===== src/rtl/cpu_pkg.sv =====
// Shared definitions for the ID/EX issue stage: ALU control codes, opcode and
// funct7 encodings, the registered issue-slot layout and the forwarding mux.
package cpu_pkg;

    localparam int XLEN = 32;

    // ALU control codes
    localparam logic [2:0] ALU_ADD  = 3'b000;
    localparam logic [2:0] ALU_AND  = 3'b001;
    localparam logic [2:0] ALU_SLL  = 3'b010;
    localparam logic [2:0] ALU_XOR  = 3'b011;
    localparam logic [2:0] ALU_SUB  = 3'b100;
    localparam logic [2:0] ALU_MUL  = 3'b101;
    localparam logic [2:0] ALU_SRAI = 3'b110;

    // Major opcodes
    localparam logic [6:0] OP_R = 7'b0110011;
    localparam logic [6:0] OP_I = 7'b0010011;

    // funct7 encodings
    localparam logic [6:0] F7_BASE = 7'b0000000;
    localparam logic [6:0] F7_ALT  = 7'b0100000;
    localparam logic [6:0] F7_MUL  = 7'b0000001;

    // Everything captured at the ID/EX boundary for one instruction slot.
    // An all-zero slot is a bubble.
    typedef struct packed {
        logic            valid;
        logic [2:0]      alu_ctrl;
        logic            alu_src;
        logic            regwrite;
        logic            illegal;
        logic [4:0]      rs1_addr;
        logic [4:0]      rs2_addr;
        logic [4:0]      rd_addr;
        logic [XLEN-1:0] rs1_data;
        logic [XLEN-1:0] rs2_data;
        logic [XLEN-1:0] imm;
    } issue_slot_t;

    // Operand bypass: EX/MEM beats MEM/WB, and x0 never forwards.
    function automatic logic [XLEN-1:0] fwd_operand(
        input logic [4:0]      src,
        input logic [XLEN-1:0] reg_data,
        input logic            ex_we,
        input logic [4:0]      ex_rd,
        input logic [XLEN-1:0] ex_data,
        input logic            wb_we,
        input logic [4:0]      wb_rd,
        input logic [XLEN-1:0] wb_data
    );
        logic [XLEN-1:0] result;
        result = reg_data;
        if (ex_we && (ex_rd != 5'd0) && (ex_rd == src)) begin
            result = ex_data;
        end else if (wb_we && (wb_rd != 5'd0) && (wb_rd == src)) begin
            result = wb_data;
        end
        return result;
    endfunction

endpackage


===== src/rtl/alu_ctrl_decode.sv =====
// Combinational ALU control decode: opcode/funct3/funct7 -> ALU code,
// immediate-select and legality. Unsupported encodings decode to ADD, reg operand.
module alu_ctrl_decode
    import cpu_pkg::*;
(
    input  logic [6:0] opcode_i,
    input  logic [2:0] funct3_i,
    input  logic [6:0] funct7_i,
    output logic [2:0] alu_ctrl_o,
    output logic       alu_src_o,
    output logic       legal_o
);

    // Table lookup of the supported R-type and I-type operations
    always_comb begin
        alu_ctrl_o = ALU_ADD;
        alu_src_o  = 1'b0;
        legal_o    = 1'b0;
        if (opcode_i == OP_R) begin
            if (funct7_i == F7_BASE && funct3_i == 3'b000) begin
                alu_ctrl_o = ALU_ADD;
                legal_o    = 1'b1;
            end else if (funct7_i == F7_ALT && funct3_i == 3'b000) begin
                alu_ctrl_o = ALU_SUB;
                legal_o    = 1'b1;
            end else if (funct7_i == F7_MUL && funct3_i == 3'b000) begin
                alu_ctrl_o = ALU_MUL;
                legal_o    = 1'b1;
            end else if (funct7_i == F7_BASE && funct3_i == 3'b111) begin
                alu_ctrl_o = ALU_AND;
                legal_o    = 1'b1;
            end else if (funct7_i == F7_BASE && funct3_i == 3'b100) begin
                alu_ctrl_o = ALU_XOR;
                legal_o    = 1'b1;
            end else if (funct7_i == F7_BASE && funct3_i == 3'b001) begin
                alu_ctrl_o = ALU_SLL;
                legal_o    = 1'b1;
            end
        end else if (opcode_i == OP_I) begin
            // funct7 overlaps imm[11:5]; it only matters for the shift
            if (funct3_i == 3'b000) begin
                alu_ctrl_o = ALU_ADD;
                alu_src_o  = 1'b1;
                legal_o    = 1'b1;
            end else if (funct3_i == 3'b101 && funct7_i == F7_ALT) begin
                alu_ctrl_o = ALU_SRAI;
                alu_src_o  = 1'b1;
                legal_o    = 1'b1;
            end
        end
    end

endmodule


===== src/rtl/id_ex_issue.sv =====
// ID/EX pipeline register with operand issue: decodes in ID, registers the
// slot, then forwards EX/MEM and MEM/WB results into the ALU operands.
module id_ex_issue
    import cpu_pkg::*;
(
    input  logic            clk_i,
    input  logic            rst_i,
    input  logic            stall_i,
    input  logic            flush_i,
    input  logic            valid_i,
    input  logic [6:0]      opcode_i,
    input  logic [2:0]      funct3_i,
    input  logic [6:0]      funct7_i,
    input  logic [4:0]      rs1_addr_i,
    input  logic [4:0]      rs2_addr_i,
    input  logic [4:0]      rd_addr_i,
    input  logic [XLEN-1:0] rs1_data_i,
    input  logic [XLEN-1:0] rs2_data_i,
    input  logic [11:0]     imm_i,
    input  logic            exmem_regwrite_i,
    input  logic [4:0]      exmem_rd_i,
    input  logic [XLEN-1:0] exmem_data_i,
    input  logic            memwb_regwrite_i,
    input  logic [4:0]      memwb_rd_i,
    input  logic [XLEN-1:0] memwb_data_i,
    output logic            valid_o,
    output logic [XLEN-1:0] data1_o,
    output logic [XLEN-1:0] data2_o,
    output logic [2:0]      ALUCtrl_o,
    output logic [4:0]      rd_addr_o,
    output logic            regwrite_o,
    output logic            illegal_o
);

    logic [2:0]      dec_ctrl;
    logic            dec_src;
    logic            dec_legal;
    logic [XLEN-1:0] imm_ext;
    issue_slot_t     slot_d;
    issue_slot_t     slot_q;

    alu_ctrl_decode u_decode (
        .opcode_i   (opcode_i),
        .funct3_i   (funct3_i),
        .funct7_i   (funct7_i),
        .alu_ctrl_o (dec_ctrl),
        .alu_src_o  (dec_src),
        .legal_o    (dec_legal)
    );

    // Shifts take only the 5-bit shamt; everything else sign-extends
    always_comb begin
        imm_ext = {{(XLEN-12){imm_i[11]}}, imm_i};
        if (dec_ctrl == ALU_SRAI && dec_src) begin
            imm_ext = {{(XLEN-5){1'b0}}, imm_i[4:0]};
        end
    end

    // Next slot: flush beats stall, stall beats load; valid_i=0 loads a bubble
    always_comb begin
        slot_d = slot_q;
        if (flush_i) begin
            slot_d = '0;
        end else if (stall_i) begin
            slot_d = slot_q;
        end else if (!valid_i) begin
            slot_d = '0;
        end else begin
            slot_d.valid    = 1'b1;
            slot_d.alu_ctrl = dec_ctrl;
            slot_d.alu_src  = dec_src;
            slot_d.regwrite = dec_legal && (rd_addr_i != 5'd0);
            slot_d.illegal  = !dec_legal;
            slot_d.rs1_addr = rs1_addr_i;
            slot_d.rs2_addr = rs2_addr_i;
            slot_d.rd_addr  = rd_addr_i;
            slot_d.rs1_data = rs1_data_i;
            slot_d.rs2_data = rs2_data_i;
            slot_d.imm      = imm_ext;
        end
    end

    // Stage register with synchronous active-low reset
    always_ff @(posedge clk_i) begin
        if (!rst_i) begin
            slot_q <= '0;
        end else begin
            slot_q <= slot_d;
        end
    end

    // Operand issue and status outputs from the registered slot
    always_comb begin
        data1_o = fwd_operand(slot_q.rs1_addr, slot_q.rs1_data,
                              exmem_regwrite_i, exmem_rd_i, exmem_data_i,
                              memwb_regwrite_i, memwb_rd_i, memwb_data_i);
        data2_o = fwd_operand(slot_q.rs2_addr, slot_q.rs2_data,
                              exmem_regwrite_i, exmem_rd_i, exmem_data_i,
                              memwb_regwrite_i, memwb_rd_i, memwb_data_i);
        if (slot_q.alu_src) begin
            data2_o = slot_q.imm;
        end
        valid_o    = slot_q.valid;
        ALUCtrl_o  = slot_q.alu_ctrl;
        rd_addr_o  = slot_q.rd_addr;
        regwrite_o = slot_q.valid && slot_q.regwrite;
        illegal_o  = slot_q.valid && slot_q.illegal;
    end

endmodule


===== config.mk =====
export PLATFORM = sky130hd
export DESIGN_NAME = id_ex_issue
export DESIGN_NICKNAME = d
export VERILOG_FILES = /design/src/rtl/cpu_pkg.sv /design/src/rtl/alu_ctrl_decode.sv /design/src/rtl/id_ex_issue.sv
export SDC_FILE = /design/constraint.sdc
export NUM_CORES = 1
export LEC_CHECK = 0
export CAP_MARGIN = 10
export CORE_ASPECT_RATIO = 0.75
export CORE_UTILIZATION = 45
export DETAILED_ROUTE_END_ITERATION = 10
export GPL_TIMING_DRIVEN = 0
export PLACE_DENSITY = 0.85
export SYNTH_ARGS = -nofsm -noshare
export SYNTH_HDL_FRONTEND = slang
export SYNTH_HIERARCHICAL = 1
export SYNTH_SLANG_ARGS = --single-unit

===== constraint.sdc =====
create_clock -name clk_i -period 5.1 [get_ports clk_i]
set_clock_uncertainty 0.05 [all_clocks]
set_input_delay 1.02 -clock clk_i [delete_from_list [all_inputs] [get_ports clk_i]]
set_output_delay 1.02 -clock clk_i [all_outputs]
set_load 0.01 [all_outputs]

==> flow_metrics.py, run 1 <==
metrics = {
    "timing": {
        "rsz0062_at_grt": "false",
        "whs_ns": 0.443,
        "worst_slew_pin_slew_ns": 0.880,
        "fmax_mhz": 199,
        "layout_min_cycle_time_ns": 5.02,
        "setup_viol": 0,
        "relSlewSlack": 0.406,
        "finalHoldViolCount": 0,
        "tns_ns": 0,
        "slew_viol_final": 0,
        "timing.final.crit_share": 0.985,
    },
    "finish": {
        "layout-drive-gt1-share": 0.0530,
        "finish.instance_area_um2": 8600,
        "fin_cells": 1124,
        "area_growth_pct": 56.4,
        "fin_nets": 1146,
        "utilization": 0.732,
        "n_antenna_cell": 0,
        "fill_cells": 947,
    },
    "floorplanning": {
        "dieWidth_um": 130,
        "die_h_um": 97.7,
        "pin_count": 264,
        "dieArea_um2": 12700,
        "start_util": 0.468,
        "core_area_um2": 11700,
        "row_count": 34,
    },
    "yosys": {
        "netlist_top_cells_count": "166 x nor2_1, 98 x dfxtp_1, 96 x a22oi_1, 54 x clkbuf_1, 36 x a21oi_1",
        "synth_top_area_frac": 0.357,
        "avgSynthCellArea_um2": 8.01,
        "synth_edf_count": 0,
        "ys_warn_count": 6,
        "async_flop_share": 0,
        "synth_nets": 875,
        "yosysTopAreaCell": "dfxtp_1",
        "synthFlopType": "dfxtp_1",
        "synth.cell_area_um2": 5500,
        "ys_ff_latch": 98,
        "ys_seq_area_frac": 0.357,
        "yosysMostFrequentCell": "nor2_1",
        "synth_cell_types": 42,
        "synthCells": 686,
        "synth_area_leaders": "dfxtp_1 36%, a22oi_1 13%, nor2_1 11%, mux2i_1 5.8%, a221oi_1 5.1%",
    },
    "route": {
        "wl_per_cell_um": 19.7,
        "dr.pass1.iters": 6,
        "wirelength_um": 22100,
        "drc_errors": 0,
        "drtIter0Drc": 559,
        "antenna_left": 0,
        "viasPerCell": 5.83,
        "vias": 6558,
    },
    "placement": {
        "gp_congestion": 0.935,
        "dp_hpwl_um": 16500,
        "port_buffers": 260,
        "postPlaceCellArea_um2": 8300,
        "dp_cells": 1108,
    },
    "setup_path": {
        "path_cells": "clkdlybuf4s50_1 > xor2_1 > nor2_1 > clkbuf_1 > and3_1 > a221oi_1 > o31ai_1 > clkdlybuf4s50_1",
        "critical-path-top-delay-family": "buffers and inverters",
        "cp_max_fo": 10,
        "crit_arrival_ns": 3.95,
        "regToRegStartpoint": "slot_q[113]$_SDFFE_PP0N_",
        "r2r-end": "slot_q[113]$_SDFFE_PP0N_",
        "cp-start-kind": "primary input",
        "cpMostUsedCell": "clkdlybuf4s50_1",
        "end_kind": "output port",
        "crit_type": "in -> out",
        "cp_slowest_cell": "clkdlybuf4s50_1",
        "critPathBufInv": 3,
        "required_ns": 4.03,
        "timing.reg2reg.setup_slack_ns": 4.07,
        "crit_path_max_incr_delay_ns": 0.61,
        "r2r_cells": 3,
    },
    "grt": {
        "antenna_found_initial": 0,
        "first_global_vias": 6116,
        "grt_use_total": 0.339,
        "grt_max_degree": 18,
        "overflow": 0,
        "grt_pass1_wl_um": 33100,
    },
    "clocking": {
        "cts_max_path_buffers": 2,
        "hold_buffers": 0,
        "cts_resized": 2,
        "cts_root_buf": "clkbuf_16",
        "insertion_delay_ns": 0.34,
        "clock-sinks": 98,
        "cts_setup_buffers": 0,
        "cts_tree": "done",
        "clkTransAtPathRegs_ns": 0.07,
        "cts_max_level": 3,
        "numCtsBuffers": 9,
    },
    "power_and_ir_drop": {
        "leakagePower_nw": 3.06,
        "vdd_ir_drop_max_v": 0.000196,
        "p_per_area_nw_per_um2": 212,
    },
    "min_path": {
        "min_to": "slot_q[112]$_SDFFE_PP0N_",
        "worstHoldStart": "slot_q[112]$_SDFFE_PP0N_",
        "whs_path_depth": 2,
        "hp-class": "reg -> reg",
    },
    "run_status": {
        "run_status": "completed",
    },
    "flow_run": {
        "cap_viol_max_count": 0,
    },
}
## flip-flops by register name, summed over array words and instances, names as in the netlist
register	count
slot_q	89
rd_addr_o	5
ALUCtrl_o	3
valid_o	1
## how the worst max path moves through the flow
| stage | startpoint | end | slack (ns) | depth (start not counted) |
|---|---|---|---|---|
| finish | memwb_rd_i[2] | data2_o[9] | 0.08 | 8 |
| global route | exmem_rd_i[1] | data1_o[12] | 0.01 | 9 |
| CTS | exmem_rd_i[1] | data1_o[1] | 0.03 | 8 |
| detailed placement | memwb_rd_i[1] | data2_o[11] | -0.11 | 8 |
| global placement | memwb_rd_i[1] | data2_o[5] | -0.16 | 8 |
| floorplan | memwb_rd_i[1] | data1_o[10] | 1.46 | 8 |
## cell usage in the layout (no fill, tap or decap), types with 2 or more instances in the layout
cell type,netlist,final
nand2_1,15,15
clkdlybuf4s50_1,0,260
or4_1,4,4
a22oi_1,96,96
and3_1,32,32
nor2b_1,2,2
buf_2,5,5
nor3_1,8,6
a221oi_1,32,32
xnor2_1,12,12
nor3_2,2,3
nand2b_1,3,3
a21oi_1,36,36
clkbuf_1,54,53
mux2i_1,32,32
clkbuf_16,0,9
clkbuf_2,0,2
clkinvlp_4,0,3
buf_4,14,14
nor2_1,166,166
nand3_1,4,4
o31ai_1,32,32
buf_1,2,2
xor2_1,11,11
and2_1,2,2
dfxtp_1,98,98
inv_6,0,3
buf_6,5,5
## routing by layer
| metal | vias up | wire [µm] | share of wire | GRT usage |
|---|---|---|---|---|
| met5 | - | 0 | 0 | 0 |
| met3 | 45 | 2190 | 0.099 | 0.0699 |
| li1 | 3044 | - | - | - |
| met2 | 384 | 10000 | 0.45 | 0.541 |
| met1 | 3085 | 9270 | 0.42 | 0.458 |
| met4 | 0 | 595 | 0.027 | 0.106 |
## power by group
group | total [mW] | switching (mW) | leakage (nW) | internal (mW)
clock | 0.646 | 0.310 | 0.126 | 0.336
combinational | 0.387 | 0.169 | 2.14 | 0.218
sequential | 0.790 | 0.0103 | 0.794 | 0.780
## worst min-delay path, stage by stage (launching register included)
cell and delay, ns:
dfxtp_1 0.32, nand2_1 0.07, a21oi_1 0.06
## kinds of logic (layout without fill, tap and decap cells)
group / after synthesis / in the layout / synth area share
mux: 32 / 32 / 0.0583
fa+ha+maj: 1 / 1 / 0.00182
xor+xnor: 23 / 23 / 0.0367
compound gates: 204 / 204 / 0.270
simple gates: 247 / 247 / 0.204
buf+inv: 81 / 357 / 0.0729
flops: 98 / 98 / 0.357
## cell type report
| class | instances | area, µm² | area share |
|---|---|---|---|
| sequential | 98 | 1960 | 0.228 |
| clock buffer | 10 | 229 | 0.0266 |
| clock inverter | 6 | 48.8 | 0.00568 |
| multi-input combinational | 507 | 3150 | 0.366 |
| buffer | 80 | 399 | 0.0464 |
| inverter | 1 | 3.75 | 0.000437 |
| tap | 162 | 203 | 0.0236 |
| timing repair buffer | 260 | 2600 | 0.303 |
## metrics by stage
| stage | power, mW | worst slack (ns) |
|---|---|---|
| 3_5_place_dp | 1.18 | -0.107 |
| 5_1_grt | 1.88 | 0.0149 |
| 6_report | 1.82 | 0.0776 |
| 3_3_place_gp | 1.18 | -0.161 |
| 2_1_floorplan | 0.940 | 1.46 |
| 4_1_cts | 1.82 | 0.0326 |
Power figures use the tool's default switching activity.
==> run 2, diff against run 1 <==
- CAP_MARGIN: 10 -> default
- CORE_UTILIZATION: 45 -> 41
- MAX_ROUTING_LAYER: default -> met4
- PLACE_DENSITY: 0.85 -> 0.79
- clock period: 5.1 -> 5 ns (I/O delays scaled with it)
==> flow_metrics.py, run 2 (synthesis gave the netlist of run 1 again) <==
metrics = {
    "timing": {
        "fmax_mhz": 203,
        "setup_viol": 0,
        "slew_viol_final": 0,
        "finalHoldViolCount": 0,
        "timing.final.crit_share": 0.985,
        "worst_slew_pin_slew_ns": 0.812,
        "layout_min_cycle_time_ns": 4.93,
        "relSlewSlack": 0.451,
    },
    "route": {
        "dr.pass1.iters": 6,
        "antenna_left": 0,
        "wl_per_cell_um": 19.5,
        "wirelength_um": 22100,
        "vias": 6481,
        "drc_errors": 0,
        "viasPerCell": 5.72,
        "drtIter0Drc": 389,
    },
    "finish": {
        "layout_common_cells": "260 x clkdlybuf4s50_1, 165 x nor2_1, 98 x dfxtp_1",
        "largest_register_ffs": 89,
        "fin_cells": 1133,
        "multiInputGateArea_um2": 3160,
        "seqCellArea_um2": 1960,
        "final_common_cell": "clkdlybuf4s50_1",
        "fin_nets": 1146,
        "regMostFlops": "slot_q",
        "fill_cells": 1138,
        "finish.instance_area_um2": 8620,
        "layout-drive-gt1-share": 0.0572,
        "area_growth_pct": 56.9,
        "n_antenna_cell": 0,
    },
    "floorplanning": {
        "dieArea_um2": 13900,
        "core_area_um2": 13000,
        "dieWidth_um": 136,
        "pin_count": 264,
        "start_util": 0.422,
        "die_h_um": 102,
        "row_count": 36,
    },
    "power_and_ir_drop": {
        "p_per_area_nw_per_um2": 215,
        "vdd_ir_drop_max_v": 0.000161,
        "leakagePower_nw": 3.07,
    },
    "clocking": {
        "clock-sinks": 98,
        "cts_root_buf": "clkbuf_16",
        "cts_max_level": 3,
        "cts_resized": 4,
        "cts_max_path_buffers": 2,
        "hold_buffers": 0,
        "cts_tree": "done",
        "clkTransAtPathRegs_ns": 0.07,
        "insertion_delay_ns": 0.34,
        "numCtsBuffers": 9,
        "cts_setup_buffers": 0,
    },
    "grt": {
        "antenna_found_initial": 0,
        "overflow": 0,
        "grt_max_degree": 18,
        "grt_use_total": 0.326,
        "first_global_vias": 6128,
        "grt_pass1_wl_um": 32900,
    },
    "setup_path": {
        "crit_path_max_incr_delay_ns": 0.62,
        "critPathBufInv": 4,
        "regToRegStartpoint": "slot_q[113]$_SDFFE_PP0N_",
        "timing.reg2reg.setup_slack_ns": 3.96,
        "crit_type": "in -> out",
        "cpMostUsedCell": "clkdlybuf4s50_1",
        "cp-start-kind": "primary input",
        "required_ns": 3.95,
        "r2r-end": "slot_q[113]$_SDFFE_PP0N_",
        "cp_slowest_cell": "clkdlybuf4s50_1",
        "crit_arrival_ns": 3.88,
        "end_kind": "output port",
        "cp_max_fo": 10,
        "critical-path-top-delay-family": "buffers and inverters",
        "critPathLaunch": "exmem_rd_i[1]",
        "r2r_cells": 3,
        "path_cells": "clkdlybuf4s50_1 > or4_1 > o21ai_2 > or3_1 > buf_2 > buf_4 > nor2_1 > o31ai_1 > clkdlybuf4s50_1",
    },
    "placement": {
        "postPlaceCellArea_um2": 8310,
        "dp_hpwl_um": 16600,
        "port_buffers": 260,
        "dp_cells": 1117,
        "gp_congestion": 0.933,
    },
    "run_status": {
        "run_status": "completed",
    },
    "min_path": {
        "min_to": "slot_q[112]$_SDFFE_PP0N_",
        "worstHoldStart": "slot_q[112]$_SDFFE_PP0N_",
        "whs_path_depth": 2,
        "hp-class": "reg -> reg",
    },
    "flow_run": {
        "cap_viol_max_count": 0,
    },
}
-- run 2: cell types whose count changed in the layout (fill, tap and decap cells not counted), sizes merged --
cell	previous run	this run
clkinv	0	3
inv	4	3
clkbuf	64	63
clkinvlp	3	2
-- run 2: worst min-delay path: stages, from the launching register on --
cell and delay, ns:
dfxtp_1 0.31, nand2_1 0.06, a21oi_1 0.05
-- run 2: metrics by stage --
step           hold WS (ns)  total power, mW   util  setup WS, ns  setup TNS [ns]
6_report              0.416             1.85  0.662        0.0745               0
5_1_grt               0.437             1.92  0.662      -0.00198        -0.00198
4_1_cts               0.416             1.86  0.661        0.0496               0
3_5_place_dp          0.407             1.21  0.639        -0.252           -5.68
3_3_place_gp          0.397             1.21  0.639        -0.285           -6.86
2_1_floorplan         0.386            0.959      -          1.40               0
-- run 2: where the power goes --
group          internal [mW]  switching, mW  total (mW)
sequential             0.795         0.0101       0.805
combinational          0.223          0.172       0.395
clock                  0.340          0.312       0.652
-- run 2: cell type report --
type | count | share of cell area
Clock buffer | 9 | 0.0261
Buffer | 80 | 0.0464
Sequential cell | 98 | 0.228
Multi-Input combinational cell | 507 | 0.367
Timing Repair Buffer | 260 | 0.302
Tap cell | 171 | 0.0248
Clock inverter | 7 | 0.00595
Inverter | 1 | 0.000435
-- run 2: worst max-delay path by stage --
stage | to | cells after the start | slack (ns)
2_1_floorplan | data1_o[10] | 8 | 1.40
3_3_place_gp | data2_o[7] | 8 | -0.28
3_5_place_dp | data2_o[7] | 8 | -0.25
4_1_cts | data2_o[7] | 8 | 0.05
5_1_grt | data1_o[14] | 9 | -0.002
6_report | data2_o[9] | 9 | 0.07
-- run 2: layer usage --
layer  global-route usage  part of all wire  up-vias
met5                    -                 0        -
met2                0.512              0.46      346
met1                0.421              0.44     3048
met3               0.0625             0.086       41
met4                0.105             0.021        0
li1                     -                 -     3046
